--- src/rtl/rr_arbiter_8_if.sv ---
// Request/grant bundle between the eight requesters and the round-robin arbiter.
// The arbiter uses the slave modport; the requester side uses the master modport.
interface rr_arbiter_8_if;
  logic [7:0] req;
  logic [7:0] grant;
  logic [2:0] grant_idx;
  logic       grant_valid;
  logic       timeout;

  modport master (
    output req,
    input  grant,
    input  grant_idx,
    input  grant_valid,
    input  timeout
  );

  modport slave (
    input  req,
    output grant,
    output grant_idx,
    output grant_valid,
    output timeout
  );
endinterface

--- src/rtl/rr_arbiter_8.sv ---
// Eight-way round-robin arbiter with a registered one-hot grant, a binary index
// and forced release after MAX_HOLD consecutive grant cycles.
module rr_arbiter_8 #(
  parameter int unsigned MAX_HOLD = 16
) (
  input logic           clk,
  input logic           rst,
  rr_arbiter_8_if.slave arb
);

  typedef enum logic {
    IDLE  = 1'b0,
    GRANT = 1'b1
  } state_t;

  localparam logic [7:0] HOLD_LAST = 8'(MAX_HOLD - 1);

  state_t     state_r;
  logic [2:0] ptr_r;
  logic [7:0] cnt_r;
  logic [7:0] grant_r;
  logic [2:0] grant_idx_r;
  logic       grant_valid_r;
  logic       timeout_r;
  logic [2:0] winner_s;

  // First set request bit scanning upward from the pointer, wrapping past 7.
  function automatic logic [2:0] rr_pick(input logic [7:0] r, input logic [2:0] p);
    logic [2:0] w;
    logic [2:0] idx;
    logic       found;
    w     = 3'd0;
    found = 1'b0;
    for (int i = 0; i < 8; i++) begin
      idx = p + 3'(i);
      if (!found && r[idx]) begin
        w     = idx;
        found = 1'b1;
      end else begin
        w = w;
      end
    end
    return w;
  endfunction

  // Winner of the current request vector relative to the round-robin pointer.
  always_comb begin
    winner_s = rr_pick(arb.req, ptr_r);
  end

  // Arbitration state, hold counter, pointer and registered outputs.
  always_ff @(posedge clk) begin
    if (rst) begin
      state_r       <= IDLE;
      ptr_r         <= 3'd0;
      cnt_r         <= 8'd0;
      grant_r       <= 8'h00;
      grant_idx_r   <= 3'd0;
      grant_valid_r <= 1'b0;
      timeout_r     <= 1'b0;
    end else begin
      case (state_r)
        IDLE: begin
          timeout_r <= 1'b0;
          if (arb.req != 8'h00) begin
            grant_r       <= 8'd1 << winner_s;
            grant_idx_r   <= winner_s;
            grant_valid_r <= 1'b1;
            ptr_r         <= winner_s + 3'd1;
            cnt_r         <= 8'd0;
            state_r       <= GRANT;
          end else begin
            grant_r       <= 8'h00;
            grant_idx_r   <= 3'd0;
            grant_valid_r <= 1'b0;
            state_r       <= IDLE;
          end
        end
        GRANT: begin
          // A holder dropping its request on the last allowed cycle is a normal release.
          if (!arb.req[grant_idx_r]) begin
            grant_r       <= 8'h00;
            grant_idx_r   <= 3'd0;
            grant_valid_r <= 1'b0;
            timeout_r     <= 1'b0;
            state_r       <= IDLE;
          end else if (cnt_r == HOLD_LAST) begin
            grant_r       <= 8'h00;
            grant_idx_r   <= 3'd0;
            grant_valid_r <= 1'b0;
            timeout_r     <= 1'b1;
            state_r       <= IDLE;
          end else begin
            cnt_r     <= cnt_r + 8'd1;
            timeout_r <= 1'b0;
            state_r   <= GRANT;
          end
        end
        default: begin
          state_r       <= IDLE;
          grant_r       <= 8'h00;
          grant_idx_r   <= 3'd0;
          grant_valid_r <= 1'b0;
          timeout_r     <= 1'b0;
        end
      endcase
    end
  end

  assign arb.grant       = grant_r;
  assign arb.grant_idx   = grant_idx_r;
  assign arb.grant_valid = grant_valid_r;
  assign arb.timeout     = timeout_r;

endmodule

--- src/flat_wrapper.sv ---
// flat-port wrapper written by rule: the top's interface ports become plain ports
module rr_arbiter_8_flat 
#(
  parameter int unsigned MAX_HOLD = 16
)
  (clk, rst, arb_req, arb_grant, arb_grant_idx, arb_grant_valid, arb_timeout);
  rr_arbiter_8_if arb_i ();
  input logic clk;
  input logic rst;
  input wire logic [$bits(arb_i.req)-1:0] arb_req;
  output wire logic [$bits(arb_i.grant)-1:0] arb_grant;
  output wire logic [$bits(arb_i.grant_idx)-1:0] arb_grant_idx;
  output wire logic [$bits(arb_i.grant_valid)-1:0] arb_grant_valid;
  output wire logic [$bits(arb_i.timeout)-1:0] arb_timeout;
  assign arb_i.req = arb_req;
  assign arb_grant = arb_i.grant;
  assign arb_grant_idx = arb_i.grant_idx;
  assign arb_grant_valid = arb_i.grant_valid;
  assign arb_timeout = arb_i.timeout;
  rr_arbiter_8 #(.MAX_HOLD(MAX_HOLD)) u_core (.clk(clk), .rst(rst), .arb(arb_i));
endmodule
--- config.mk ---
export PLATFORM = sky130hd
export DESIGN_NAME = rr_arbiter_8_flat
export DESIGN_NICKNAME = d
export VERILOG_FILES = /design/src/rtl/rr_arbiter_8_if.sv /design/src/rtl/rr_arbiter_8.sv /design/src/flat_wrapper.sv
export SDC_FILE = /design/constraint.sdc
export NUM_CORES = 1
export LEC_CHECK = 0
export BUFFER_PORTS_ARGS = -buffer_cell sky130_fd_sc_hd__clkbuf_2
export CAP_MARGIN = 20
export CORE_MARGIN = 2
export CORE_UTILIZATION = 24
export CTS_BUF_LIST = sky130_fd_sc_hd__clkbuf_8
export DETAILED_ROUTE_END_ITERATION = 7
export GPL_TIMING_DRIVEN = 1
export HOLD_SLACK_MARGIN = 0.15
export PLACE_DENSITY = 0.48
export SETUP_SLACK_MARGIN = 0.05
export SLEW_MARGIN = 0
export SYNTH_ARGS = -nofsm -noshare
export SYNTH_HDL_FRONTEND = slang
export SYNTH_SLANG_ARGS = --single-unit
--- constraint.sdc ---
create_clock -name clk -period 6.6 [get_ports clk]
set_input_delay 1.32 -clock clk [delete_from_list [all_inputs] [get_ports clk]]
set_output_delay 1.32 -clock clk [all_outputs]
set_load 0.005 [all_outputs]
Word-level counts from Yosys, hierarchy flattened
Index checks and enable logic that the tools add are counted.

Add/subtract/negate cells: 9. Mux-type cells: 55. Shift-type cells: 1. Reductions and logical operators: 17. Order comparisons: 9. Bitwise gates (word level): 1. Equality and inequality tests: 5.

Operators with widths (count): 8-bit two-way mux (6); 3-bit by 4-bit less-than comparator with 1-bit output (second input constant) (9); 3-bit two-way mux (11); 8-bit one-hot mux with 2 select lines (2); 1-bit binary-select mux with 3-bit select (9); 1-bit two-way mux (23); 3-bit adder (second input constant) (4); 8-bit by 1-bit adder with 8-bit output (second input constant) (1); 8-bit by 4-bit == test with 1-bit output (second input constant) (1); 8-bit nonzero test (1); 1-bit by 3-bit left shift with 8-bit output (first input constant) (1); 1-bit logical AND (7); 1-bit zero test (7); 3-bit by 1-bit adder with 3-bit output (second input constant) (2); 3-bit by 2-bit adder with 3-bit output (second input constant) (2); 1-bit one-hot mux with 2 select lines (3); 3-bit one-hot mux with 2 select lines (1); 2-bit inequality test (second input constant) (2); 3-bit inequality test (second input constant) (1); 3-bit AND reduction (1); 2-bit by 1-bit inequality test with 1-bit output (second input constant) (1); 2-bit AND reduction (1); 1-bit NOT (1).

Bits of input ports: 10. Output and inout bits: 13. Logic and storage cells: 104. Bits in registers: 25.

Logic depth before layout (Yosys ltp)
Gate-level depths: netlist of the first run.

Depth after elaboration: 27. Gate-level depth with buffers: 18. Depth with buffers taken out: 13.

Least setup slack after synthesis of the first run
No wires, ideal clock.

Kind: input-to-reg. Start: input arb_req[1]. End: register u_core.ptr_r[2]. Arrival time: 3.606 ns. Setup slack: 2.866 ns. Library setup time: 0.128 ns. Required time: 6.472 ns. Stages: 12. Path buffers: 1. Cells stage by stage: buf_2 > mux4_2 > mux2_4 > a2111oi_1 > nand2_1 > nor2_1 > a221oi_2 > nor2_1 > ha_1 > ha_1 > a21oi_1 > nor2_1.

Longest elaborated chain between the ends: 25. Elaborated cells between the ends (all ways): 48. Classes of those cells: add/sub (1); mux (31); reduce/logical (16).

Ends and longest elaborated chain: start, declared (RTL line flat_wrapper.sv:10) `input wire logic [$bits(arb_i.req)-1:0] arb_req;`; 1-bit binary-select mux with 3-bit select (RTL line rr_arbiter_8.sv:36) `if (!found && r[idx]) begin`; 1-bit two-way mux (implied by the code) (RTL line rr_arbiter_8.sv:36); 1-bit two-way mux (RTL line rr_arbiter_8.sv:36); 1-bit zero test (RTL line rr_arbiter_8.sv:36); 1-bit logical AND (RTL line rr_arbiter_8.sv:36); 1-bit two-way mux (RTL line rr_arbiter_8.sv:36); 1-bit zero test (RTL line rr_arbiter_8.sv:36); 1-bit logical AND (RTL line rr_arbiter_8.sv:36); (+9 left out); 1-bit two-way mux (RTL line rr_arbiter_8.sv:36); 1-bit zero test (RTL line rr_arbiter_8.sv:36); 1-bit logical AND (RTL line rr_arbiter_8.sv:36); 1-bit two-way mux (RTL line rr_arbiter_8.sv:36); 1-bit zero test (RTL line rr_arbiter_8.sv:36); 1-bit logical AND (RTL line rr_arbiter_8.sv:36); 3-bit two-way mux (RTL line rr_arbiter_8.sv:36); 3-bit by 1-bit adder with 3-bit output (RTL line rr_arbiter_8.sv:69) `ptr_r <= winner_s + 3'd1;`; end signal, assigned (RTL line rr_arbiter_8.sv:69); end, declared (RTL line rr_arbiter_8.sv:19) `logic [2:0] ptr_r;`.

Parallel ways exist; a longest one is shown, timed or not. The select of a mux whose other input is x is not followed. A chain may end at the register's enable or synchronous reset.

Worst setup path after layout of the first run
Start: register u_core.ptr_r[0]. End: register u_core.ptr_r[2].

Longest elaborated chain between the ends: 25. Elaborated cells between the ends (all ways): 53. Classes of those cells: add/sub (8); mux (31); reduce/logical (14).

Ends and longest elaborated chain (RTL line): branches (longest 23 deep; another with 3-bit by 1-bit adder with 3-bit output); 3-bit two-way mux (*) (rr_arbiter_8.sv:36); 3-bit by 1-bit adder with 3-bit output (*) (rr_arbiter_8.sv:69).

Every way passes the cells marked *. The select of a mux whose other input is x is not followed.

==> results.yml, run 1 <==
layout:
  layout.nets: 279
  n_antenna_cell: 0
  final_util_pct: 27.0
  fill_cells: 1008
  drive_gt1_share_pct: 21.9
  area_growth_pct: 8.40
setup_path:
  reg2reg_slack_ns: 1.97
  crit_top_cell: "ha_1"
  cp_top_family: "adder cells"
  critPathSlowestCell: "dfxtp_1"
  worst_setup_path_start_kind: "register"
  reg2reg_from: "u_core.ptr_r[0]"
  worstRegToRegCells: 12
  path_buf_inv: 1
  worst-path-stages: 12
  endpoint: "u_core.ptr_r[2]"
  cpPeakStageDelay_ns: 0.98
  worstPathArrival_ns: 4.78
  crit_start: "u_core.ptr_r[0]"
  crit_required_ns: 6.75
  cp_cell_sequence: "inv_2, ha_1, mux4_2, mux2i_1, and3b_1, o221ai_1, a221oi_2, nor2_1, ha_1, ha_1, a21oi_1, nor2_1"
  r2r-end: "u_core.ptr_r[2]"
  crit_type: "register to register"
  cp_max_fo: 25
  cp-end-kind: "register"
clocking:
  path_clk_slew_ns: 0.08
  cts_resized: 0
  cts-hold-fix-buffers: 0
  cts_root_buf: "clkbuf_8"
  post_cts.repair.setup_buffers: 0
  htreeDepth: 1
  cts_sinks: 25
  worstSkewPairLatency_ns: 0.26
  cts_buffers: 3
  cts_tree: "yes"
  cts.path.max_buffers: 2
floorplan:
  core_area_sq_mm: 0.00928
  die_area_sq_mm: 0.0104
  row_count: 35
  die_x_um: 102
  ioPinCount: 23
  initial_utilization_pct: 24.9
  die_height_um: 102
route:
  dr.pass1.iters: 4
  dr_wl_met3_um: 266
  drt_wl_total_um: 5740
  drc: 0
  ant_nets: 0
  wl_per_cell_um: 14.8
  viasPerCell: 5.04
  drt-met1-wl_um: 2680
  top_layer: "met4"
  num_vias: 1959
  dr_wl_met2_um: 2770
  first_iter_violations: 153
power:
  power_frac_seq_pct: 22.1
  p_leak_uw: 0.000914
  pwr-share-comb_pct: 69.4
  p_int_uw: 535
  p_switching_uw: 474
  switching_share_pct: 46.9
  powerDensity_mw_per_mm2: 403
  clockPowerShare_pct: 8.5
  total_power_uw: 1010
  vdd_drop_max_v: 0.0000933
sta:
  hold_viol: 0
  worst_pin_slew_ns: 0.993
  slew_viol_final: 0
  relSlewSlack_pct: 33.7
  finClkSkew_ns: 0.00204
  finalCritPeriodShare_pct: 70.2
  setup_tns_ns: 0
  grt_setup_unrepaired: "false"
  setup_ws_ns: 1.97
  fmax_ghz: 0.216
  min_period_ns: 4.63
  setup_viol: 0
synth:
  ys_async_sr_fraction_pct: 0
  synth_cell_type_count: 56
  synth_edf_count: 0
  yosys_warnings: 0
  synth_cells: 257
  synth_area_per_cell_sq_um: 8.99
  ys.flop_type: "dfxtp_1"
  ys_seq_area_share_pct: 21.7
  syn_area_sq_mm: 0.00231
  syn-num-nets: 275
  ys_ff_latch: 25
global_route:
  first_global_vias: 1899
  grtUsageTotal_pct: 11.5
  grt.overflow.total: 0
  grt_max_degree: 26
  grt_pass1_wl_um: 9770
  antenna_found_initial: 0
placement:
  gp_congestion: 0.840
  dp_worst_setup_slack_ns: 1.99
  place_hpwl_um: 4120
  port_buffers: 22
hold_path:
  hold_path.class: "register to register"
status:
  status: "finished, final reports clean"
run:
  cap_violations: 0
cell type report:
type	count	area, sq um	area share, %
inverters	8	30.0	1.20
multi-input cells	198	1630	65.3
flip-flops and latches	25	500	20.0
clock buffers	3	41.3	1.65
repair buffers	25	133	5.30
well taps	129	161	6.45
clock inverters	1	3.75	0.150
routing by layer:
layer	track usage, %	up-vias
li1	-	968
met1	16.4	939
met2	18.5	50
met3	1.98	2
met4	1.74	0
met5	0	-
worst reg2reg max path: stages (launching register included):
cell and delay (ns):
dfxtp_1 0.98, inv_2 0.29, ha_1 0.86, mux4_2 0.66
mux2i_1 0.28, and3b_1 0.20, o221ai_1 0.12, a221oi_2 0.33
nor2_1 0.11, ha_1 0.24, ha_1 0.27, a21oi_1 0.12
nor2_1 0.05
power by group through the flow:
stage                     combinational (uW)  clock, uW  sequential (uW)
after global placement                   704          0              226
after floorplan                          586          0              204
after CTS                                701       90.8              224
final                                    700       85.9              223
after detailed placement                 698          0              228
after global routing                     788       98.7              231
state kept, by name (all words and copies together), names as in the netlist:
| register | flops |
|---|---|
| u_core.state_r | 1 |
| u_core.cnt_r | 8 |
| u_core.ptr_r | 3 |
| u_core.arb.grant_valid | 1 |
| u_core.arb.timeout | 1 |
| u_core.arb.grant | 8 |
| u_core.arb.grant_idx | 3 |
cell families after synthesis:
| kind of cell | share of synthesized area (%) |
|---|---|
| AO/OA/AOI/OAI | 20.2 |
| XOR/XNOR | 3.79 |
| adder cells (fa/ha/maj) | 4.33 |
| buffers and inverters | 7.58 |
| flip-flops | 21.7 |
| multiplexers | 25.7 |
| AND/OR/NAND/NOR | 16.7 |
Yosys cell counts (4+ instances only):
library cell | n | area share (%)
a32o_1 | 4 | 1.7
a211oi_1 | 4 | 1.3
buf_4 | 4 | 1.3
nand2_1 | 20 | 3.3
buf_2 | 14 | 3.0
a22oi_1 | 5 | 1.6
ha_1 | 8 | 4.3
mux4_2 | 14 | 14
mux2i_1 | 23 | 10
a21oi_1 | 10 | 2.2
o21ai_0 | 7 | 1.5
nor2_1 | 25 | 4.1
inv_1 | 7 | 1.1
nor4_1 | 4 | 1.1
dfxtp_1 | 25 | 22
nor3_1 | 6 | 1.3
xor2_1 | 7 | 2.7
nor2b_1 | 8 | 2.2
worst min path at each step:
stage	cells past startpoint	end	start
floorplan	2	u_core.arb.timeout	u_core.state_r
global placement	2	u_core.arb.grant[4]	u_core.arb.grant[4]
detailed placement	2	u_core.arb.grant[4]	u_core.arb.grant[4]
CTS	2	u_core.arb.grant[4]	u_core.arb.grant[4]
global route	1	u_core.arb.grant[1]	u_core.arb.grant[1]
finish	2	u_core.arb.grant[4]	u_core.arb.grant[4]
cell usage in the layout, fill, tap and decap left out, drive strengths merged, types with 2 or more instances in the layout:
master	count
nor2	25
dfxtp	25
clkbuf	25
mux2i	23
nand2	20
mux4	14
a21oi	10
inv	9
nor2b	8
ha	8
o21ai	8
xor2	7
nor3	6
a22oi	5
a211oi	5
nor4	4
a32o	4
mux2	4
xnor2	3
nand3	3
o21a	3
nand4	3
buf	3
a2111oi	3
a221oi	3
or2	3
and2	2
a2bb2oi	2
o22ai	2
o211ai	2
o221ai	2
and3	2
metrics by stage:
| step | cells | instance area [sq um] | hold WS (ns) |
|---|---|---|---|
| final | 389 | 2500 | 0.459 |
| after global routing | 389 | 2500 | 0.490 |
| after global placement | 385 | 2460 | 0.435 |
| after detailed placement | 385 | 2460 | 0.447 |
| after CTS | 389 | 2500 | 0.468 |
| after floorplan | 257 | 2310 | 0.428 |
Note: power is estimated with default switching activity, not from simulation.
==> run 2, diff against run 1 <==
--- a/config.mk
+++ b/config.mk
@@ -5,6 +5,7 @@
 export SDC_FILE = /design/constraint.sdc
 export NUM_CORES = 1
 export LEC_CHECK = 0
+export ABC_AREA = 1
 export BUFFER_PORTS_ARGS = -buffer_cell sky130_fd_sc_hd__clkbuf_2
 export CAP_MARGIN = 20
 export CORE_MARGIN = 2
@@ -13,7 +14,7 @@
 export DETAILED_ROUTE_END_ITERATION = 7
 export GPL_TIMING_DRIVEN = 1
 export HOLD_SLACK_MARGIN = 0.15
-export PLACE_DENSITY = 0.48
+export PLACE_DENSITY = 0.5
 export SETUP_SLACK_MARGIN = 0.05
 export SLEW_MARGIN = 0
 export SYNTH_ARGS = -nofsm -noshare
==> constraint.sdc (replaced) <==
create_clock -name clk -period 3.8 [get_ports clk]
set_input_delay 0.76 -clock clk [delete_from_list [all_inputs] [get_ports clk]]
set_output_delay 0.76 -clock clk [all_outputs]
set_load 0.005 [all_outputs]
==> results.yml, run 2 <==
status:
  status: "finished, final reports clean"
placement:
  place_hpwl_um: 3900
  port_buffers: 22
  gp_congestion: 0.867
  placed_cell_area_sq_mm: 0.00209
  dp.cells: 397
synth:
  ys_top_cells_by_count: "nand2_1, inv_1, nand3_1"
  ys_seq_area_share_pct: 26.5
  yosys_warnings: 0
  synth_cell_type_count: 35
  synth_cells: 278
  synth_area_leaders: "dfxtp_1, nand2_1, nand3_1, nand3_2, a21oi_1"
  synth_area_per_cell_sq_um: 6.79
  syn-num-nets: 296
  yosysTopAreaCellShare_pct: 26.5
  ys_async_sr_fraction_pct: 0
  synth_edf_count: 0
  ys.flop_type: "dfxtp_1"
  syn_area_sq_mm: 0.00189
  synth.most_common_cell: "nand2_1"
  ys_ff_latch: 25
  synth_top_cell_by_area: "dfxtp_1"
route:
  dr.pass1.iters: 4
  viasPerCell: 4.53
  drt_wl_total_um: 4840
  wl_per_cell_um: 12.1
  ant_nets: 0
  first_iter_violations: 117
  drc: 0
  num_vias: 1818
layout:
  drive_gt1_share_pct: 19.7
  final_cell_mix: "nand2_1, inv_1, nand3_1, dfxtp_1, a21oi_1"
  instances_no_fill: 401
  fill_cells: 882
  layout.nets: 318
  n_antenna_cell: 0
  final_common_cell: "nand2_1"
  area_growth_pct: 13.5
  fin_area_sq_mm: 0.00214
global_route:
  grt_max_degree: 18
  first_global_vias: 1677
  grt.overflow.total: 0
  grtUsageTotal_pct: 11.6
  grt_pass1_wl_um: 8080
  antenna_found_initial: 0
sta:
  worst_pin_slew_ns: 0.479
  finClkSkew_ns: 0.00320
  setup_viol: 0
  setup_tns_ns: 0
  grt_setup_unrepaired: "false"
  fmax_ghz: 0.307
  slew_viol_final: 0
  relSlewSlack_pct: 68.0
  min_period_ns: 3.26
  hold_viol: 0
  finalCritPeriodShare_pct: 85.8
floorplan:
  row_count: 32
  initial_utilization_pct: 24.5
  core_area_sq_mm: 0.00769
  ioPinCount: 23
  die_height_um: 92.7
  die_x_um: 92.7
  die_area_sq_mm: 0.00859
clocking:
  cts_sinks: 25
  post_cts.repair.setup_buffers: 0
  cts_buffers: 3
  htreeDepth: 1
  path_clk_slew_ns: 0.09
  cts-hold-fix-buffers: 0
  worstSkewPairLatency_ns: 0.27
  cts_resized: 0
  cts_tree: "yes"
  cts.path.max_buffers: 2
  cts_root_buf: "clkbuf_8"
setup_path:
  worst-path-stages: 16
  endpoint: "u_core.ptr_r[2]"
  path_buf_inv: 3
  cp_top_family: "adder cells"
  critPathSlowestCell: "dfxtp_1"
  reg2reg_slack_ns: 0.54
  cp_cell_sequence: "clkinv_1, ha_1, inv_1, nand3_1, nand2_1, nand2_1, nand2_1, inv_1, nand3_1, nand3_1, a21oi_1, nand4_1, ha_1, ha_1, o21ai_0, a21oi_1"
  cp_max_fo: 8
  worst_setup_path_start_kind: "register"
  worstPathArrival_ns: 3.42
  cp-end-kind: "register"
  r2r-end: "u_core.ptr_r[2]"
  reg2reg_from: "u_core.ptr_r[1]"
  crit_type: "register to register"
  cpPeakStageDelay_ns: 0.50
  worstRegToRegCells: 16
  crit_required_ns: 3.96
  crit_start: "u_core.ptr_r[1]"
power:
  p_leak_uw: 0.000970
  vdd_drop_max_v: 0.000230
  powerDensity_mw_per_mm2: 950
hold_path:
  hold_path.class: "register to register"
run:
  cap_violations: 0
run 2: worst min-delay path by stage:
stage	start	endpoint	slack, ns	depth (start not counted)
6_report	u_core.cnt_r[7]	u_core.cnt_r[7]	0.45	1
5_1_grt	u_core.arb.grant[3]	u_core.arb.grant[3]	0.49	2
4_1_cts	u_core.cnt_r[7]	u_core.cnt_r[7]	0.46	1
3_5_place_dp	u_core.cnt_r[7]	u_core.cnt_r[7]	0.44	1
3_3_place_gp	u_core.cnt_r[7]	u_core.cnt_r[7]	0.45	1
2_1_floorplan	u_core.cnt_r[7]	u_core.cnt_r[7]	0.42	1
run 2: layout make-up:
type	count	area, sq um	share of cell area, %
Tap cell	102	128	5.96
Timing Repair Buffer	24	125	5.84
Multi-Input combinational cell	215	1220	57.1
Clock buffer	3	41.3	1.93
Inverter	31	116	5.43
Sequential cell	25	500	23.4
Clock inverter	1	7.51	0.350
run 2: through the flow:
stage | power, uW | worst slack [ns] | util [%] | hold slack [ns]
after floorplan | 1550 | 0.858 | - | 0.423
after global placement | 1880 | 0.640 | 27.2 | 0.446
after detailed placement | 1880 | 0.575 | 27.2 | 0.443
after CTS | 2050 | 0.541 | 27.9 | 0.455
after global routing | 2270 | 0.185 | 27.9 | 0.489
final | 2040 | 0.540 | 27.9 | 0.453
run 2: report_power, final:
group / internal [uW] / total (uW) / switching, uW
sequential: 324 / 382 / 58.1
combinational: 495 / 1490 / 994
clock: 74.3 / 164 / 89.8
total: 893 / 2040 / 1140
run 2: layer usage:
| layer | global-route usage [%] | vias to the layer above | wire length, um |
|---|---|---|---|
| li1 | - | 962 | - |
| met1 | 15.9 | 815 | 2350 |
| met2 | 19.3 | 37 | 2300 |
| met3 | 1.14 | 4 | 149 |
| met4 | 3.31 | 0 | 40 |
| met5 | 0 | - | 0 |
run 2: cells by family after synthesis:
| kind of cell | Yosys count | synth area share, % |
|---|---|---|
| fa+ha+maj | 8 | 5.31 |
| simple gates | 161 | 45.5 |
| flops | 25 | 26.5 |
| compound gates | 40 | 11.2 |
| mux | 1 | 0.531 |
| buf+inv | 38 | 8.62 |
| xor+xnor | 5 | 2.32 |
==> run 3, diff against run 2 <==
--- a/config.mk
+++ b/config.mk
@@ -9,12 +9,13 @@
 export BUFFER_PORTS_ARGS = -buffer_cell sky130_fd_sc_hd__clkbuf_2
 export CAP_MARGIN = 20
 export CORE_MARGIN = 2
-export CORE_UTILIZATION = 24
+export CORE_UTILIZATION = 50
 export CTS_BUF_LIST = sky130_fd_sc_hd__clkbuf_8
 export DETAILED_ROUTE_END_ITERATION = 7
 export GPL_TIMING_DRIVEN = 1
 export HOLD_SLACK_MARGIN = 0.15
-export PLACE_DENSITY = 0.5
+export PLACE_DENSITY = 0.82
+export REMOVE_ABC_BUFFERS = 1
 export SETUP_SLACK_MARGIN = 0.05
 export SLEW_MARGIN = 0
 export SYNTH_ARGS = -nofsm -noshare
==> results.yml, run 3 (same netlist as run 2, synthesis figures left out) <==
status:
  status: "finished, final reports clean"
route:
  drc: 0
  viasPerCell: 5.30
  drt_wl_total_um: 4150
  dr.pass1.iters: 4
  num_vias: 1838
  ant_nets: 0
  first_iter_violations: 100
  wl_per_cell_um: 12.0
global_route:
  grt_pass1_wl_um: 7200
  first_global_vias: 1653
  antenna_found_initial: 0
  grt.overflow.total: 0
  grtUsageTotal_pct: 21.2
  grt_max_degree: 18
sta:
  slew_viol_final: 0
  hold_viol: 0
  grt_setup_unrepaired: "false"
  relSlewSlack_pct: 71.7
  setup_tns_ns: 0
  setup_viol: 0
  finalCritPeriodShare_pct: 83.7
  fmax_ghz: 0.314
  min_period_ns: 3.18
  worst_pin_slew_ns: 0.424
  finClkSkew_ns: 0.00349
layout:
  drive_gt1_share_pct: 19.7
  fin_area_sq_mm: 0.00207
  fill_cells: 360
  final_util_pct: 57.0
  final_cell_mix: "nand2_1, inv_1, nand3_1, dfxtp_1, a21oi_1"
  n_antenna_cell: 0
  final_common_cell: "nand2_1"
  area_growth_pct: 9.81
  layout.nets: 318
setup_path:
  r2r-end: "u_core.ptr_r[2]"
  crit_type: "register to register"
  reg2reg_slack_ns: 0.62
  worstRegToRegCells: 16
  worst_setup_path_start_kind: "register"
  cp-end-kind: "register"
  cp_max_fo: 8
  worstPathArrival_ns: 3.34
  reg2reg_from: "u_core.ptr_r[1]"
  crit_required_ns: 3.96
power:
  powerDensity_mw_per_mm2: 960
  vdd_drop_max_v: 0.000397
  pwr-share-comb_pct: 72.9
  p_switching_uw: 1100
  p_leak_uw: 0.000974
  clockPowerShare_pct: 7.9
  power_frac_seq_pct: 19.2
  switching_share_pct: 55.3
  p_int_uw: 890
hold_path:
  hold_path.class: "register to register"
  hold_depth: 1
  worstHoldStart: "u_core.cnt_r[7]"
  hold_path_end: "u_core.cnt_r[7]"
placement:
  place_hpwl_um: 3360
  placed_cell_area_sq_mm: 0.00203
  port_buffers: 22
  gp_congestion: 0.897
clocking:
  htreeDepth: 1
  cts.path.max_buffers: 2
  cts_buffers: 3
  cts-hold-fix-buffers: 0
  cts_tree: "yes"
  path_clk_slew_ns: 0.08
  post_cts.repair.setup_buffers: 0
  worstSkewPairLatency_ns: 0.27
  cts_sinks: 25
  cts_resized: 0
  cts_root_buf: "clkbuf_8"
floorplan:
  row_count: 22
  core_area_sq_mm: 0.00363
  die_height_um: 65.4
  ioPinCount: 23
  initial_utilization_pct: 51.9
  die_area_sq_mm: 0.00428
  die_x_um: 65.4
run:
  cap_violations: 0
run 3: cell count changes in the layout (fill, tap and decap cells not counted):
| cell | before | now |
|---|---|---|
| clkinvlp_4 | 1 | 0 |
| clkinv_2 | 0 | 1 |
run 3: area by class of cell:
type,count,area [sq um],share of cell area [%]
repair buffers,24,125,6.04
flip-flops and latches,25,500,24.2
inverters,31,116,5.62
clock inverters,1,5.00,0.242
multi-input cells,215,1220,59.1
well taps,48,60.1,2.90
clock buffers,3,41.3,1.99
run 3: how the worst max path moves through the flow:
stage / startpoint / end / slack, ns
after CTS: u_core.ptr_r[1] / u_core.ptr_r[2] / 0.61
after global routing: u_core.ptr_r[1] / u_core.ptr_r[2] / 0.33
after detailed placement: u_core.ptr_r[1] / u_core.ptr_r[2] / 0.62
final: u_core.ptr_r[1] / u_core.ptr_r[2] / 0.62
after global placement: u_core.ptr_r[1] / u_core.ptr_r[2] / 0.71
after floorplan: u_core.ptr_r[1] / u_core.ptr_r[2] / 0.84
run 3: per-stage QoR:
stage          worst slack, ns  std cells  hold WS [ns]  power, uW
2_1_floorplan            0.837        271         0.423       1510
3_3_place_gp             0.705        343         0.433       1820
3_5_place_dp             0.616        343         0.447       1830
4_1_cts                  0.606        347         0.461       2000
5_1_grt                  0.328        347         0.490       2220
6_report                 0.620        347         0.459       1990
run 3: critical path: stages (launching register included):
cell and delay [ns]:
dfxtp_1 0.50, clkinv_1 0.14, ha_1 0.41, inv_1 0.22, nand3_1 0.15, nand2_1 0.11
nand2_1 0.05, nand2_1 0.16, inv_1 0.08, nand3_1 0.09, nand3_1 0.08, a21oi_1 0.12
nand4_1 0.19, ha_1 0.29, ha_1 0.27, o21ai_0 0.15, a21oi_1 0.05
run 3: power groups by stage:
| stage | combinational [uW] | clock (uW) | sequential (uW) |
|---|---|---|---|
| 3_5_place_dp | 1440 | 0 | 387 |
| 4_1_cts | 1450 | 160 | 382 |
| 2_1_floorplan | 1120 | 0 | 390 |
| 5_1_grt | 1650 | 175 | 393 |
| 6_report | 1450 | 156 | 382 |
| 3_3_place_gp | 1430 | 0 | 386 |
run 3: routing by layer:
layer	wire, um	track usage [%]
met4	55	6.77
met1	1950	28.5
met2	1980	36.5
met3	168	1.03
met5	0	0
